### src/rtl/fifo_wptr_full.sv
// fifo_wptr_full: write-side binary/Gray pointer, RAM address and full/level flags for an async FIFO
module fifo_wptr_full #(
  parameter int ADDR_WIDTH   = 4,
  parameter int AFULL_THRESH = 12
) (
  input  logic                  wclk,
  input  logic                  wrst,
  input  logic                  wr_en,
  input  logic [ADDR_WIDTH:0]   rptr_gray_sync,
  output logic [ADDR_WIDTH-1:0] waddr,
  output logic [ADDR_WIDTH:0]   wptr_gray,
  output logic                  full,
  output logic                  almost_full,
  output logic [ADDR_WIDTH:0]   level,
  output logic                  wr_ack,
  output logic                  wr_overflow
);
  localparam int PW = ADDR_WIDTH + 1;
  logic [ADDR_WIDTH:0] wbin_q, wbin_d, wgray_q, wgray_d, rbin, level_q, level_d;
  logic full_q, full_d, afull_q, afull_d, ack_q, ovf_q, wr_inc;
  for (genvar i = 0; i <= ADDR_WIDTH; i++) begin : g_rbin
    assign rbin[i] = ^rptr_gray_sync[ADDR_WIDTH:i];
  end
  always_comb begin
    wr_inc  = wr_en & ~full_q;
    wbin_d  = wbin_q + PW'(wr_inc);
    wgray_d = wbin_d ^ (wbin_d >> 1);
    full_d  = wgray_d == {~rptr_gray_sync[ADDR_WIDTH:ADDR_WIDTH-1], rptr_gray_sync[ADDR_WIDTH-2:0]};
    level_d = wbin_d - rbin;
    afull_d = level_d >= PW'(AFULL_THRESH);
  end
  always_ff @(posedge wclk or posedge wrst) begin
    if (wrst) begin
      wbin_q  <= '0;
      wgray_q <= '0;
      level_q <= '0;
      full_q  <= 1'b0;
      afull_q <= 1'b0;
      ack_q   <= 1'b0;
      ovf_q   <= 1'b0;
    end else begin
      wbin_q  <= wbin_d;
      wgray_q <= wgray_d;
      level_q <= level_d;
      full_q  <= full_d;
      afull_q <= afull_d;
      ack_q   <= wr_inc;
      ovf_q   <= wr_en & full_q;
    end
  end
  assign waddr       = wbin_q[ADDR_WIDTH-1:0];
  assign wptr_gray   = wgray_q;
  assign full        = full_q;
  assign almost_full = afull_q;
  assign level       = level_q;
  assign wr_ack      = ack_q;
  assign wr_overflow = ovf_q;
endmodule

### config.mk
export PLATFORM = sky130hd
export DESIGN_NAME = fifo_wptr_full
export DESIGN_NICKNAME = d
export VERILOG_FILES = /design/src/rtl/fifo_wptr_full.sv
export SDC_FILE = /design/constraint.sdc
export NUM_CORES = 1
export LEC_CHECK = 0
export BUFFER_PORTS_ARGS = -buffer_cell sky130_fd_sc_hd__buf_2
export CAP_MARGIN = 20
export CORE_MARGIN = 3
export CORE_UTILIZATION = 49
export DETAILED_ROUTE_END_ITERATION = 8
export PLACE_DENSITY = 0.76
export SETUP_SLACK_MARGIN = 0.05
export SLEW_MARGIN = 5
export SYNTH_ARGS = -nofsm -noshare
export SYNTH_HDL_FRONTEND = slang
export SYNTH_SLANG_ARGS = --single-unit
export TNS_END_PERCENT = 1
### constraint.sdc
create_clock -name wclk -period 3.35 [get_ports wclk]
set_input_delay 0.8375 -clock wclk [delete_from_list [all_inputs] [get_ports wclk]]
set_output_delay 0.8375 -clock wclk [all_outputs]
set_load 0.02 [all_outputs]
==> results of run 1 <==
## sequential cells by signal (all words and copies together), names as in the netlist
register / count
full: 1
wptr_gray: 4
almost_full: 1
wbin_q: 5
wr_overflow: 1
level: 5
wr_ack: 1
## cell usage after synthesis, types with 2 or more instances
master,n,area share
and2_1,2,0.014
dfrtp_1,18,0.50
ha_1,4,0.055
inv_1,5,0.021
nand3_1,3,0.017
or3_1,2,0.014
xnor2_1,8,0.077
xor2_1,11,0.11
## final cells by class
type	count	area share
well taps	24	0.02667
clock buffers	4	0.03222
inverters	5	0.01667
repair buffers	29	0.1378
multi-input cells	47	0.3867
flip-flops and latches	18	0.4000
## routing by layer
layer / track usage / vias up / share of wire
li1: - / 300 / -
met1: 0.1591 / 281 / 0.41
met2: 0.2692 / 20 / 0.50
met3: 0.03670 / 5 / 0.061
met4: 0.09953 / 0 / 0.029
met5: 0 / - / 0
## stage by stage
stage	instance area (um^2)	setup slack (ns)
detailed placement	1090	0.007641
CTS	1126	0.3251
global route	1126	0.1680
floorplan	904.6	0.05668
finish	1126	0.3276
global placement	1090	0.03853
## worst max-delay path: stages
cell	delay, ns
buf_2	0.09
xnor3_2	0.43
xor2_1	0.21
xnor2_1	0.16
ha_1	0.17
inv_1	0.06
fa_1	0.39
maj3_2	0.33
a21oi_2	0.15
xnor2_1	0.09
a311o_1	0.28
## power breakdown
group          switching [mW]  total [mW]  internal, mW
sequential             0.0504       0.380         0.329
combinational           0.472       0.821         0.349
clock                  0.0658       0.132        0.0663
total                   0.589        1.33         0.745
## how the worst max path moves through the flow
stage | to | slack [ns]
2_1_floorplan | almost_full | 0.06
3_3_place_gp | almost_full | 0.04
3_5_place_dp | almost_full | 0.008
4_1_cts | almost_full | 0.33
5_1_grt | almost_full | 0.17
6_report | almost_full | 0.33
## kinds of logic (layout without fill, tap and decap cells)
group                    after synthesis  count (layout)  share of synthesized area
XOR/XNOR                              22              22                     0.2587
flip-flops                            18              18                     0.4979
buffers and inverters                  5              38                    0.02075
AO/OA/AOI/OAI                          6               6                    0.04701
AND/OR/NAND/NOR                       13              13                    0.08575
adder cells (fa/ha/maj)                6               6                    0.08991
==> flow_summary.ini, run 1 <==
[cts]
cts_setup_buffers = 0
clock_sinks = 18
numCtsBuffers = 3
htreeDepth = 1
post_cts_resized = 0
clk_latency_ns = 0.29
root_buffer = clkbuf_4
clockBufferDepth = 2
hold_buffers = 0
clkTransAtPathRegs_ns = 0.10
cts_tree = done

[placed_design]
place_congestion = 0.7208
port_buffers = 25
hpwl_um = 1232
place_inst = 123

[floorplanning]
core_area_mm2 = 0.001612
core.rowCount = 14
die_h_um = 48.97
die_w_um = 48.97
ioPinCount = 26
dieArea_mm2 = 0.002398
initial_core_util = 0.5613

[setup_path]
startpoint = rptr_gray_sync[2]
crit_type = input pin to flop
cp-end-kind = flop
r2r-end = almost_full
required_ns = 3.54
crit_arrival_ns = 3.21
r2r_cells = 8
cp_max_fo = 2
regToRegStartpoint = full
r2r_slack_ns = 0.78
critPathLaunchType = input pin

[global_route]
grt_pass1_wl_um = 2725
grt_usage = 0.1522
first_global_vias = 641
globalRoute.totalOverflow = 0
antenna_found_initial = 0
grt_start_max_net_pins = 19

[sta]
drv_slew = 0
hold_viol = 0
setup_viol = 0
fin_crit_ns = 3.022
finClkSkew_ns = 0.001629
rsz0062_at_grt = no
tns_ns = 0
max_freq_ghz = 0.3309
relSlewSlack = 0.5671
worstMarginPinSlew_ns = 0.6486
whs_ns = 0.5218
min_period_over_period = 0.9022

[hold_path]
worstHoldStart = full
holdPathEnd = wr_ack
hold_depth = 1
hold_class = flop to flop

[yosys]
synth-seq-cells = 18
synth_nets = 83
syn_avg_cell_area_um2 = 12.92
synth-edff-count = 0
syn_area_um2 = 904.6
seq_area_frac_synth = 0.4979
netlist_instances = 70
async_reset_ff_frac = 1.000
dominantRegCellSynth = dfrtp_1
yosys_warnings = 0
yosysUniqueCellTypes = 25

[status]
status = complete, no violations

[routing]
drtIter0Drc = 1
firstDrtPassIters = 3
vias_per_cell = 4.772
num_vias = 606
wirelength_um = 1517
ant_nets = 0
wl_per_cell_um = 11.94
route.detailed.drc = 0

[final_layout]
seq_area_um2 = 450.4
fin_nets = 117
diodes = 0
multi_input_area_um2 = 435.4
fill_cells = 138
fin_cells = 127
drive_gt1_frac = 0.3786
final_core_util = 0.6988
final_common_cell = buf_2
final_cell_mix = buf_2, dfrtp_1, xor2_1
syn_to_final_growth_pct = 24.48

[power_and_ir_drop]
fin_total_pwr_mw = 1.333
p_leak_nw = 0.5544
p_per_area_mw_per_mm2 = 1184
ir_worst_vdd_v = 0.0006752

[run]
drv_cap = 0
Note: power is estimated with default switching activity, not from simulation.
==> run 2, diff against run 1 <==
--- a/config.mk
+++ b/config.mk
@@ -8,10 +8,11 @@
 export BUFFER_PORTS_ARGS = -buffer_cell sky130_fd_sc_hd__buf_2
 export CAP_MARGIN = 20
 export CORE_MARGIN = 3
-export CORE_UTILIZATION = 49
+export CORE_UTILIZATION = 45
 export DETAILED_ROUTE_END_ITERATION = 8
-export PLACE_DENSITY = 0.76
+export PLACE_DENSITY = 0.73
 export SETUP_SLACK_MARGIN = 0.05
+export SKIP_LAST_GASP = 1
 export SLEW_MARGIN = 5
 export SYNTH_ARGS = -nofsm -noshare
 export SYNTH_HDL_FRONTEND = slang
==> constraint.sdc (replaced) <==
create_clock -name wclk -period 2.5 [get_ports wclk]
set_input_delay 0.625 -clock wclk [delete_from_list [all_inputs] [get_ports wclk]]
set_output_delay 0.625 -clock wclk [all_outputs]
set_load 0.02 [all_outputs]
==> flow_summary.ini, run 2 (same netlist as run 1, synthesis figures left out) <==
[cts]
root_buffer = clkbuf_4
clkTransAtPathRegs_ns = 0.10
htreeDepth = 1
cts_tree = done
numCtsBuffers = 3
clk_latency_ns = 0.29
clockBufferDepth = 2
clock_sinks = 18

[power_and_ir_drop]
comb_power_share = 0.652
fin_total_pwr_mw = 1.974
clock_power_share = 0.088
p_leak_nw = 0.6157
swShare = 0.4279
p_per_area_mw_per_mm2 = 1596
p_sw_mw = 0.8449
ir_worst_vdd_v = 0.0008289
p_seq_frac = 0.260
p_int_mw = 1.129

[placed_design]
hpwl_um = 1446
port_buffers = 25
place_congestion = 0.8274
place_inst = 136

[sta]
max_freq_ghz = 0.3625
finalWorstSetupSlack_ns = -0.2583
fin_crit_ns = 2.758
relSlewSlack = 0.5565
tns_ns = -0.2641
setup_viol = 2
finClkSkew_ns = 0.007723
whs_ns = 0.4151
rsz0062_at_grt = yes
drv_slew = 0
min_period_over_period = 1.103
worstMarginPinSlew_ns = 0.6645
hold_viol = 0

[setup_path]
slowest_delay_ns = 0.44
crit_arrival_ns = 2.93
required_ns = 2.67
r2r_cells = 10
critPathLaunchType = input pin
crit_top_cell = xnor2_1
critPathSlowestCell = xnor3_2
r2r_slack_ns = 0.15
regToRegStartpoint = full
crit_type = input pin to flop
cp-end-kind = flop
path_cells = buf_2 -> xnor3_2 -> xor2_2 -> xnor2_1 -> ha_2 -> inv_1 -> fa_2 -> maj3_2 -> a21oi_2 -> xnor2_1 -> a311o_1
cp_max_fo = 2
r2r-end = almost_full

[global_route]
grt_usage = 0.1569
grt_pass1_wl_um = 2877
first_global_vias = 644
globalRoute.totalOverflow = 0
grt_start_max_net_pins = 19
antenna_found_initial = 0

[status]
status = finished, violations left
violations = setup timing

[routing]
firstDrtPassIters = 4
drtIter0Drc = 5
route.detailed.drc = 0
vias_per_cell = 4.752
wl_per_cell_um = 12.51
wirelength_um = 1764
num_vias = 670
ant_nets = 0

[final_layout]
fin_nets = 130
diodes = 0
drive_gt1_frac = 0.4741
final_common_cell = buf_2
final_core_util = 0.6868
final_cell_mix = buf_2, dfrtp_1, buf_4
syn_to_final_growth_pct = 36.79
fin_cells = 141

[floorplanning]
core_area_mm2 = 0.001802
core.rowCount = 15
ioPinCount = 26
initial_core_util = 0.5021
die_w_um = 50.84
die_h_um = 50.84
dieArea_mm2 = 0.002584

[run]
drv_cap = 0

[hold_path]
hold_class = input pin to async pin
## run 2: power groups by stage
stage	logic [mW]	clock network [mW]	registers (mW)
after floorplan	0.641	0	0.692
after global placement	1.25	0	0.517
after detailed placement	1.28	0	0.521
after CTS	1.30	0.179	0.515
after global routing	1.42	0.193	0.527
final	1.29	0.174	0.513
## run 2: worst max-delay path by stage
| stage | cells after the start | to | start | slack (ns) |
|---|---|---|---|---|
| 2_1_floorplan | 10 | almost_full | rptr_gray_sync[3] | -0.46 |
| 3_3_place_gp | 11 | almost_full | rptr_gray_sync[3] | -0.48 |
| 3_5_place_dp | 11 | almost_full | rptr_gray_sync[3] | -0.60 |
| 4_1_cts | 11 | almost_full | rptr_gray_sync[2] | -0.25 |
| 5_1_grt | 11 | almost_full | rptr_gray_sync[2] | -0.36 |
| 6_report | 11 | almost_full | rptr_gray_sync[2] | -0.26 |
## run 2: stage by stage
stage	worst slack [ns]	instance area, um^2
global placement	-0.4841	1191
detailed placement	-0.6044	1191
finish	-0.2583	1237
CTS	-0.2470	1237
global route	-0.3641	1237
floorplan	-0.4572	914.6
## run 2: repair_timing
| action | 4_1_cts | 5_1_grt |
|---|---|---|
| buffers inserted | 1 | 0 |
| endpoints found under the setup margin | 2 | 2 |
| resized for setup | 1 | 0 |
| hold buffers | 0 | 0 |
| pin swaps | 7 | 0 |
## run 2: layout make-up
class	count	area [um^2]
fillers	146	564.3
flip-flops and latches	18	450.4
multi-input cells	47	447.9
repair buffers	42	252.7
clock buffers	4	36.28
well taps	25	31.28
inverters	5	18.77
## run 2: worst max-delay path: cells and delay by family
kind                     cells  cell delay (ns)
AO/OA/AOI/OAI                2             0.42
XOR/XNOR                     4             0.89
adder cells (fa/ha/maj)      3             0.84
buffers and inverters        2             0.15
## run 2: per-layer routing
metal,global-route usage,vias to the layer above,share of wire
li1,-,325,-
met1,0.1867,317,0.44
met2,0.2587,22,0.48
met3,0.02624,6,0.040
met4,0.1076,0,0.035
met5,0,-,0
==> run 3, diff against run 2 <==
--- a/config.mk
+++ b/config.mk
@@ -7,10 +7,12 @@
 export LEC_CHECK = 0
 export BUFFER_PORTS_ARGS = -buffer_cell sky130_fd_sc_hd__buf_2
 export CAP_MARGIN = 20
+export CELL_PAD_IN_SITES_DETAIL_PLACEMENT = 1
+export CELL_PAD_IN_SITES_GLOBAL_PLACEMENT = 2
 export CORE_MARGIN = 3
-export CORE_UTILIZATION = 45
+export CORE_UTILIZATION = 29
 export DETAILED_ROUTE_END_ITERATION = 8
-export PLACE_DENSITY = 0.73
+export PLACE_DENSITY_LB_ADDON = 0.1
 export SETUP_SLACK_MARGIN = 0.05
 export SKIP_LAST_GASP = 1
 export SLEW_MARGIN = 5
==> flow_summary.ini, run 3 (same netlist as run 1, synthesis figures left out) <==
[routing]
dr_wl_met2_um = 993
vias_per_cell = 4.419
wirelength_um = 1958
highest_layer = met4
ant_nets = 0
num_vias = 654
wl_met1_um = 843
firstDrtPassIters = 2
route.detailed.drc = 0
drtIter0Drc = 11
wl_met3_um = 92
wl_per_cell_um = 13.23

[floorplanning]
ioPinCount = 26
die_w_um = 61.85
core.rowCount = 19
core_area_mm2 = 0.002853
dieArea_mm2 = 0.003825
die_h_um = 61.85
initial_core_util = 0.3171

[sta]
whs_ns = 0.4308
setup_viol = 2
finClkSkew_ns = 0.005661
tns_ns = -0.1766
rsz0062_at_grt = yes
relSlewSlack = 0.5274
max_freq_ghz = 0.3767
hold_viol = 0
worstMarginPinSlew_ns = 0.7081
min_period_over_period = 1.062
fin_crit_ns = 2.654
drv_slew = 0
finalWorstSetupSlack_ns = -0.1543

[placed_design]
port_buffers = 25
place_inst = 144
hpwl_um = 1629
place_congestion = 0.7667

[hold_path]
hold_class = input pin to async pin

[global_route]
globalRoute.totalOverflow = 0
antenna_found_initial = 0
grt_start_max_net_pins = 19
grt_usage = 0.1192
first_global_vias = 753
grt_pass1_wl_um = 3312

[final_layout]
multi_input_area_um2 = 445.4
final_cell_mix = buf_2, dfrtp_1, buf_4
final_common_cell = buf_2
syn_to_final_growth_pct = 38.17
drive_gt1_frac = 0.4701
seq_area_um2 = 450.4
diodes = 0
fin_cells = 148
fin_nets = 131
fill_cells = 327

[power_and_ir_drop]
fin_total_pwr_mw = 2.002
ir_worst_vdd_v = 0.0004911
p_per_area_mw_per_mm2 = 1601
p_leak_nw = 0.6225

[cts]
clock_sinks = 18
clockBufferDepth = 2
numCtsBuffers = 3
cts_tree = done
post_cts_resized = 0
clk_latency_ns = 0.29
root_buffer = clkbuf_4
clkTransAtPathRegs_ns = 0.11
htreeDepth = 1

[status]
status = finished, violations left
violations = setup timing

[setup_path]
path_cells = buf_2 -> xnor3_2 -> xor2_2 -> xnor2_1 -> ha_1 -> inv_1 -> fa_2 -> maj3_2 -> a21oi_2 -> xnor2_1 -> a311o_1
crit_top_cell = xnor2_1
crit_type = input pin to flop
critPathLaunchType = input pin
required_ns = 2.69
crit_arrival_ns = 2.84
cp_max_fo = 2
critPathSlowestCell = xnor3_2
slowest_delay_ns = 0.44
cp-end-kind = flop
r2r_cells = 10

[run]
drv_cap = 0
==> run 3: cell count changes in the layout (fill, tap and decap cells not counted) <==
| cell | delta |
|---|---|
| buf_4 | +1 |
| ha_2 | -1 |
| ha_1 | +1 |
==> run 3: where the power goes <==
group	total (mW)	switching [mW]	internal, mW
Sequential	0.515	0.0736	0.441
Combinational	1.31	0.679	0.628
Clock	0.179	0.0908	0.0885
Total	2.00	0.843	1.16
==> run 3: per-layer routing <==
layer  vias to the layer above  GRT usage
met5                         -          0
met4                         0    0.03636
met3                         2    0.02273
met2                        16     0.2152
met1                       311     0.1423
li1                        325          -
==> run 3: critical path, delay by kind of cell <==
family / cells / cell delay (ns)
xor gates and xnor gates: 4 / 0.84
adders and majority gates: 3 / 0.82
AOI/OAI and AO/OA: 2 / 0.40
buffers and inverters: 2 / 0.16
==> run 3: final cells by class <==
class                      count  area share
sequential                    18      0.3604
inverter                       5     0.01502
tap                           31     0.03103
clock buffer                   4     0.02903
multi-input combinational     47      0.3564
timing repair buffer          43      0.2082
==> run 3: path summary, 6_finish.rpt <==
path,start,slack (ns),endpoint
setup / recovery,rptr_gray_sync[3],-0.15,almost_full
hold / removal,wrst,0.43,full
setup reg to reg,full,0.12,almost_full
hold reg to reg,full,0.55,wr_overflow
max in group asynchronous,wrst,1.62,wr_overflow
min in group wclk,full,0.55,wr_overflow
==> run 3: repair_timing <==
item / CTS / global route
setup endpoints to repair: 2 / 3
setup buffers: 0 / 0
pin swaps: 3 / 1
hold buffers: 0 / 0
==> run 3: through the flow <==
step	area (um^2)	util	worst slack, ns
after global placement	1214	0.4254	-0.5133
final	1250	0.4382	-0.1543
after global routing	1250	0.4382	-0.2889
after CTS	1250	0.4382	-0.1758
after detailed placement	1214	0.4254	-0.5402
after floorplan	914.6	-	-0.4572
